$ cat src/rtl/syscall_unit.sv
// syscall_unit: console/exit services for a MIPS-style core (print_char, print_string, exit, optional print_int).
// Latency: the issuing cycle is already stalled; print_char needs >=1 more cycle, print_string 2 cycles per word read + 1 per byte.
// Backpressure: char_valid/char_out are held until a rising edge with char_ready=1; the pipeline stays stalled meanwhile.
//
// Ports:
//   clk, reset          - single clock, synchronous active-high reset
//   syscall             - SYSCALL decoded this cycle
//   sys_call_reg        - v0, service code
//   std_out_address     - a0, service argument
//   mem_addr/mem_rd_en  - word-aligned data-memory read, data returns next cycle on mem_rd_data
//   char_out/char_valid - console character, accepted when char_ready is high on a rising edge
//   stall               - freezes the CPU pipeline while a service runs
//   halt                - sticky program-exit flag, cleared only by reset
//
// Build option: define SYSCALL_PRINT_INT_EN to include the v0=1 signed-decimal print service.
module syscall_unit (
  input  logic        clk,
  input  logic        reset,
  input  logic        syscall,
  input  logic [31:0] sys_call_reg,
  input  logic [31:0] std_out_address,
  output logic [31:0] mem_addr,
  output logic        mem_rd_en,
  input  logic [31:0] mem_rd_data,
  output logic [7:0]  char_out,
  output logic        char_valid,
  input  logic        char_ready,
  output logic        stall,
  output logic        halt
);

  typedef enum logic [2:0] {
    IDLE, STR_REQ, STR_WAIT, STR_EMIT, INT_CONV, INT_EMIT, CHAR_EMIT, HALTED
  } state_t;

  state_t      r_state, w_next;
  // r_ptr holds a0: the character for print_char, the byte pointer for print_string.
  logic [31:0] r_ptr,  w_ptr_nxt;
  logic [31:0] r_word, w_word_nxt;
  logic [11:0] r_cnt,  w_cnt_nxt;   // characters emitted by the current string
  logic [7:0]  w_byte;

`ifdef SYSCALL_PRINT_INT_EN
  logic [31:0] r_mag,     w_mag_nxt;     // remaining magnitude
  logic [3:0]  r_idx,     w_idx_nxt;     // 0 selects 10^9, 9 selects 10^0
  logic [3:0]  r_digit,   w_digit_nxt;
  logic        r_started, w_started_nxt; // a non-zero digit has been printed
  logic        r_last,    w_last_nxt;    // the pending character is the units digit
  logic [7:0]  r_char,    w_char_nxt;
  logic [31:0] w_pow;

  function automatic logic [31:0] pow10(input logic [3:0] idx);
    case (idx)
      4'd0:    pow10 = 32'd1000000000;
      4'd1:    pow10 = 32'd100000000;
      4'd2:    pow10 = 32'd10000000;
      4'd3:    pow10 = 32'd1000000;
      4'd4:    pow10 = 32'd100000;
      4'd5:    pow10 = 32'd10000;
      4'd6:    pow10 = 32'd1000;
      4'd7:    pow10 = 32'd100;
      4'd8:    pow10 = 32'd10;
      default: pow10 = 32'd1;
    endcase
  endfunction

  assign w_pow = pow10(r_idx);
`endif

  // Little-endian byte select within the fetched word.
  always_comb begin
    case (r_ptr[1:0])
      2'd0:    w_byte = r_word[7:0];
      2'd1:    w_byte = r_word[15:8];
      2'd2:    w_byte = r_word[23:16];
      default: w_byte = r_word[31:24];
    endcase
  end

  always_ff @(posedge clk) begin
    if (reset) begin
      r_state   <= IDLE;
      r_ptr     <= '0;
      r_word    <= '0;
      r_cnt     <= '0;
`ifdef SYSCALL_PRINT_INT_EN
      r_mag     <= '0;
      r_idx     <= '0;
      r_digit   <= '0;
      r_started <= 1'b0;
      r_last    <= 1'b0;
      r_char    <= '0;
`endif
    end else begin
      r_state   <= w_next;
      r_ptr     <= w_ptr_nxt;
      r_word    <= w_word_nxt;
      r_cnt     <= w_cnt_nxt;
`ifdef SYSCALL_PRINT_INT_EN
      r_mag     <= w_mag_nxt;
      r_idx     <= w_idx_nxt;
      r_digit   <= w_digit_nxt;
      r_started <= w_started_nxt;
      r_last    <= w_last_nxt;
      r_char    <= w_char_nxt;
`endif
    end
  end

  always_comb begin
    w_next     = r_state;
    w_ptr_nxt  = r_ptr;
    w_word_nxt = r_word;
    w_cnt_nxt  = r_cnt;
`ifdef SYSCALL_PRINT_INT_EN
    w_mag_nxt     = r_mag;
    w_idx_nxt     = r_idx;
    w_digit_nxt   = r_digit;
    w_started_nxt = r_started;
    w_last_nxt    = r_last;
    w_char_nxt    = r_char;
`endif
    mem_rd_en  = 1'b0;
    mem_addr   = {r_ptr[31:2], 2'b00};  // ptr is frozen from STR_REQ through STR_WAIT
    char_valid = 1'b0;
    char_out   = 8'h00;
    halt       = (r_state == HALTED);
    // HALTED releases the pipeline so the core can sit at its exit point.
    stall      = (r_state != IDLE) && (r_state != HALTED);

    case (r_state)
      IDLE: begin
        stall = syscall;
        if (syscall) begin
          w_ptr_nxt = std_out_address;
          w_cnt_nxt = '0;
          case (sys_call_reg)
            32'd11: w_next = CHAR_EMIT;
            32'd4:  w_next = STR_REQ;
            32'd10: w_next = HALTED;
`ifdef SYSCALL_PRINT_INT_EN
            32'd1: begin
              w_mag_nxt     = std_out_address[31] ? (~std_out_address + 32'd1) : std_out_address;
              w_idx_nxt     = '0;
              w_digit_nxt   = '0;
              w_started_nxt = 1'b0;
              w_last_nxt    = 1'b0;
              if (std_out_address[31]) begin
                w_char_nxt = 8'h2D;  // '-' goes out before any digit is computed
                w_next     = INT_EMIT;
              end else begin
                w_next     = INT_CONV;
              end
            end
`endif
            default: w_next = IDLE;  // unsupported code: the issuing stall is the whole service
          endcase
        end
      end

      CHAR_EMIT: begin
        char_valid = 1'b1;
        char_out   = r_ptr[7:0];
        if (char_ready) w_next = IDLE;
      end

      STR_REQ: begin
        mem_rd_en = 1'b1;
        w_next    = STR_WAIT;
      end

      STR_WAIT: begin
        w_word_nxt = mem_rd_data;
        w_next     = STR_EMIT;
      end

      STR_EMIT: begin
        if (w_byte == 8'h00) begin
          w_next = IDLE;
        end else begin
          char_valid = 1'b1;
          char_out   = w_byte;
          if (char_ready) begin
            w_ptr_nxt = r_ptr + 32'd1;
            w_cnt_nxt = r_cnt + 12'd1;
            if (r_cnt == 12'hFFF)        w_next = IDLE;     // 4096th character ends the string
            else if (r_ptr[1:0] == 2'b11) w_next = STR_REQ; // next byte lives in the next word
          end
        end
      end

`ifdef SYSCALL_PRINT_INT_EN
      INT_CONV: begin
        if (r_mag >= w_pow) begin
          w_mag_nxt   = r_mag - w_pow;
          w_digit_nxt = r_digit + 4'd1;
        end else if ((r_digit != 4'd0) || r_started || (r_idx == 4'd9)) begin
          w_char_nxt    = 8'h30 + {4'h0, r_digit};
          w_started_nxt = 1'b1;
          w_last_nxt    = (r_idx == 4'd9);
          w_idx_nxt     = r_idx + 4'd1;
          w_digit_nxt   = '0;
          w_next        = INT_EMIT;
        end else begin
          w_idx_nxt = r_idx + 4'd1;  // leading zero suppressed
        end
      end

      INT_EMIT: begin
        char_valid = 1'b1;
        char_out   = r_char;
        if (char_ready) w_next = r_last ? IDLE : INT_CONV;
      end
`endif

      HALTED: w_next = HALTED;

      default: w_next = IDLE;
    endcase
  end

endmodule

$ cat config.mk
export PLATFORM = sky130hd
export DESIGN_NAME = syscall_unit
export DESIGN_NICKNAME = d
export VERILOG_FILES = /design/src/rtl/syscall_unit.sv
export SDC_FILE = /design/constraint.sdc
export NUM_CORES = 1
export LEC_CHECK = 0
export ABC_AREA = 1
export CORE_MARGIN = 2
export CORE_UTILIZATION = 45
export CTS_BUF_LIST = sky130_fd_sc_hd__clkbuf_2
export CTS_CLUSTER_SIZE = 8
export DETAILED_ROUTE_END_ITERATION = 6
export DONT_BUFFER_PORTS = 1
export SLEW_MARGIN = 20
export SYNTH_ARGS = -nofsm -noshare
export SYNTH_HDL_FRONTEND = slang
export SYNTH_SLANG_ARGS = --single-unit
$ cat constraint.sdc
create_clock -name clk -period 3.37 [get_ports clk]
set_clock_uncertainty 0.05 [all_clocks]
set_input_delay 0.674 -clock clk [delete_from_list [all_inputs] [get_ports clk]]
set_output_delay 0.674 -clock clk [all_outputs]
set_load 0.02 [all_outputs]
==> run summary <==
===============================================================================
Die extent in y ..................................................       111 um
Post-DR wirelength/cell ..........................................      15.5 um
Number of cells in the finished layout apart from fillers ........          930
Status ........................................................... finished clean
Total power draw .................................................      3.93 mW
RSZ-0062 raised after global routing .............................        false
Net Sw Power .....................................................      1.99 mW
Area growth, synth to finish .....................................       -1.64%
Main combinational cell family by area after synthesis ........... simple AND/OR/NAND/NOR gates
Std cell rows ....................................................           38
Clk root buf ..................................................... sky130_fd_sc_hd__clkbuf_2
Die Footprint ....................................................   0.0123 mm2
Number of buffers between clock root and the deepest sink ........            2
CTS tree .........................................................         done
Share of synthesized cell area in and, or, nand and nor gates ....        0.348
Synth Area in Adders .............................................       0.0122
CP endpoint kind .................................................  output port
DR pass1 iterations ..............................................            5
Area of the mapped netlist .......................................  0.00512 mm2
Number of sinks handled by clock tree synthesis ..................           79
Number of levels the H-tree was split into .......................            3
Max-cap violations ...............................................            0
Clock period minus worst slack ...................................      3.08 ns
Average cell area after synthesis ................................     6.11 um2
Yosys warnings ...................................................            0
Internal Power ...................................................      1.94 mW
Top-count cell post-synth ........................................ sky130_fd_sc_hd__nand2_1
Number of DRC violations after detailed routing ..................            0
Slew of the pin with the lowest slew margin ......................     0.968 ns
Gate count of the mapped netlist .................................          839
Total negative setup slack .......................................         0 ns
Leakage ..........................................................      1.96 nW
Type of the worst setup path ..................................... flop to output port
Aggregate global routing overflow ................................            0
Final layout net count ...........................................          892
Diodes inserted ..................................................            0
Min-Delay Path Class ............................................. input pin to flop
Part of the power in the clock network ...........................        0.130
Final cycle utilization of the critical path .....................        0.914
Number of enable-type register cells in the synthesized netlist ..            0
Crit path largest cell delay .....................................      0.43 ns
Via count of the first global-routing pass .......................        4,816
Complex-gate fraction of the synthesized area ....................        0.151
Final worst setup slack ..........................................     0.291 ns
GRT Util Overall .................................................        0.237
Power density over the cells .....................................   779 mW/mm2
Fraction of synthesized cell area in xor and xnor cells ..........       0.0393
Worst Setup Slack post-DPL .......................................     0.828 ns
DRT Wirelength ...................................................      14.4 mm
Antenna viol nets, final .........................................            0
Multiplexer fraction of the synthesized cell area ................            0
Cell types occupying the most area after synthesis ............... sky130_fd_sc_hd__dfxtp_1 31%, sky130_fd_sc_hd__nand2_1 21%, sky130_fd_sc_hd__a21oi_1 7.5%
Area of the core .................................................   0.0110 mm2
Top cell type by total area after synthesis ...................... sky130_fd_sc_hd__dfxtp_1
Largest net degree at the start of global routing ................           59
Seq pwr share ....................................................        0.474
Initial antenna violation count ..................................            0
Synth Flop Type .................................................. sky130_fd_sc_hd__dfxtp_1
Max stage delay cell, worst path ................................. sky130_fd_sc_hd__dfxtp_4
Placed instance count ............................................          915
First-pass GRT wire length .......................................      23.7 mm
Worst IR Drop VDD ................................................   0.000328 V
CTS buffer count .................................................            9
Number of post-CTS setup repair buffers ..........................            0
Tightest slew margin relative to the limit .......................        0.351
Most instantiated cells after synthesis .......................... 283 x sky130_fd_sc_hd__nand2_1, 89 x sky130_fd_sc_hd__nor2_1, 79 x sky130_fd_sc_hd__dfxtp_1
I/O Buffers ......................................................            0
Global placer's final weighted congestion ........................        0.914
Initial DRC Count ................................................          229
Number of pins with negative max-slew slack in the final report ..            0
Combinational share of power .....................................        0.396
Initial standard-cell utilization of the core ....................        0.467
Highest attainable clock frequency ...............................      325 MHz
Cell type with the highest occurrence count on the critical path . sky130_fd_sc_hd__nand2_1
Post-DP HPWL .....................................................      10.6 mm
I/O pin total ....................................................          144
Data arrival time of the worst path ..............................      2.35 ns
Worst-path fanout max ............................................            8
Final worst hold slack ...........................................    0.0763 ns
Final Hold Vio Count .............................................            0
Unique cell type count in the Yosys netlist ......................           35
Vias after detailed routing ......................................        4,926
Vias per Instance ................................................         5.30
Die W ............................................................       111 um
Switch share .....................................................        0.505
Fraction of final layout cells sized beyond drive strength 1 .....       0.0494
Share of Yosys cell area claimed by the top area cell type .......        0.309
Critical path, cell by cell ...................................... inv_1, ha_1, nand2_1, nand2_1, o21ai_1, nand2_1, nor2_1, nand2_2, nand2_4, nand2_1
Post-synth ARST share ............................................            0
Worst skew pair latency ..........................................      0.58 ns
Worst-path clk slew ..............................................      0.22 ns
Register bit total from synthesis ................................           79
Sequential fraction of the synthesis area ........................        0.309
Setup violation total in the final timing report .................            0
Worst path required time .........................................      2.65 ns
Startpoint type of the worst setup path ..........................         flop
===============================================================================
-- timing repair --
| item | 4_1_cts | 5_1_grt |
|---|---|---|
| endpoints found under the setup margin | 0 | 5 |
| hold endpoints to repair | 0 | 10 |
| hold buffers | 0 | 1 |
| resized for setup | 0 | 6 |
-- worst paths after layout --
check / from / endpoint / slack [ns] / cells past startpoint
max: r_ptr[0]$_SDFFE_PP0P_ / char_valid / 0.29 / 10
min: reset / r_ptr[3]$_SDFFE_PP0P_ / 0.08 / 1
max reg2reg: r_ptr[1]$_SDFFE_PP0P_ / r_ptr[27]$_SDFFE_PP0P_ / 1.01 / 12
min reg2reg: r_word[22]$_SDFFE_PP0N_ / r_word[22]$_SDFFE_PP0N_ / 0.41 / 2
-- final cells by class --
class / instances / area [um2]
tap: 140 / 175
sequential: 79 / 1590
timing repair buffer: 5 / 40.0
clock inverter: 5 / 61.3
multi-input combinational: 615 / 2840
clock buffer: 9 / 45.0
inverter: 77 / 289
fill: 1247 / 5940
-- worst max-delay path, delay by kind of cell (launching register included) --
| kind | cells | cell delay, ns |
|---|---|---|
| flops | 1 | 0.43 |
| compound gates | 1 | 0.18 |
| fa+ha+maj | 1 | 0.30 |
| simple gates | 7 | 0.78 |
| buf+inv | 1 | 0.08 |
-- layer usage --
| layer | GRT usage | routed length, um | vias to the layer above |
|---|---|---|---|
| met5 | 0 | 0 | - |
| met4 | 0.0792 | 364 | 0 |
| met3 | 0.0946 | 1130 | 22 |
| met2 | 0.404 | 6920 | 140 |
| met1 | 0.270 | 5960 | 2243 |
| li1 | - | - | 2521 |
-- layout by cell type (no fill, tap or decap), drive strengths merged --
cell and instances:
inv 75, or2 3, o22ai 8, o21ai 58
nand4 13, nor4 3, nand2 287, nand3b 2
nand3 24, bufinv 1, xnor2 10, dfxtp 79
nor3 15, buf 4, clkbuf 9, clkinvlp 3
a21o 1, xor2 13, conb 2, a21oi 78
nor2 89, a21boi 1, ha 5, o31ai 2
a22o 1, dlygate4sd3 1, clkinv 3
-- stage by stage --
step | instance area [um2] | utilization
5_1_grt | 5040 | 0.459
4_1_cts | 5020 | 0.457
3_3_place_gp | 4910 | 0.447
3_5_place_dp | 4910 | 0.447
2_1_floorplan | 5130 | -
6_report | 5040 | 0.459
-- sequential cells by signal, indices dropped and copies added, names as in the netlist --
register / flops
r_cnt: 12
r_ptr: 32
r_state: 3
r_word: 32
-- cell families after synthesis --
kind of cell,count (synthesis)
adder cells (fa/ha/maj),5
buffers and inverters,146
XOR/XNOR,23
AO/OA/AOI/OAI,149
other,1
AND/OR/NAND/NOR,436
flip-flops,79
-- power groups by stage --
stage	registers [mW]	clock network (mW)	logic, mW
after floorplan	1.54	0	1.74
after global routing	1.93	0.576	1.79
after CTS	1.86	0.533	1.55
after global placement	1.88	0	1.50
after detailed placement	1.89	0	1.54
final	1.86	0.509	1.56
Note: power is estimated with default switching activity, not from simulation.
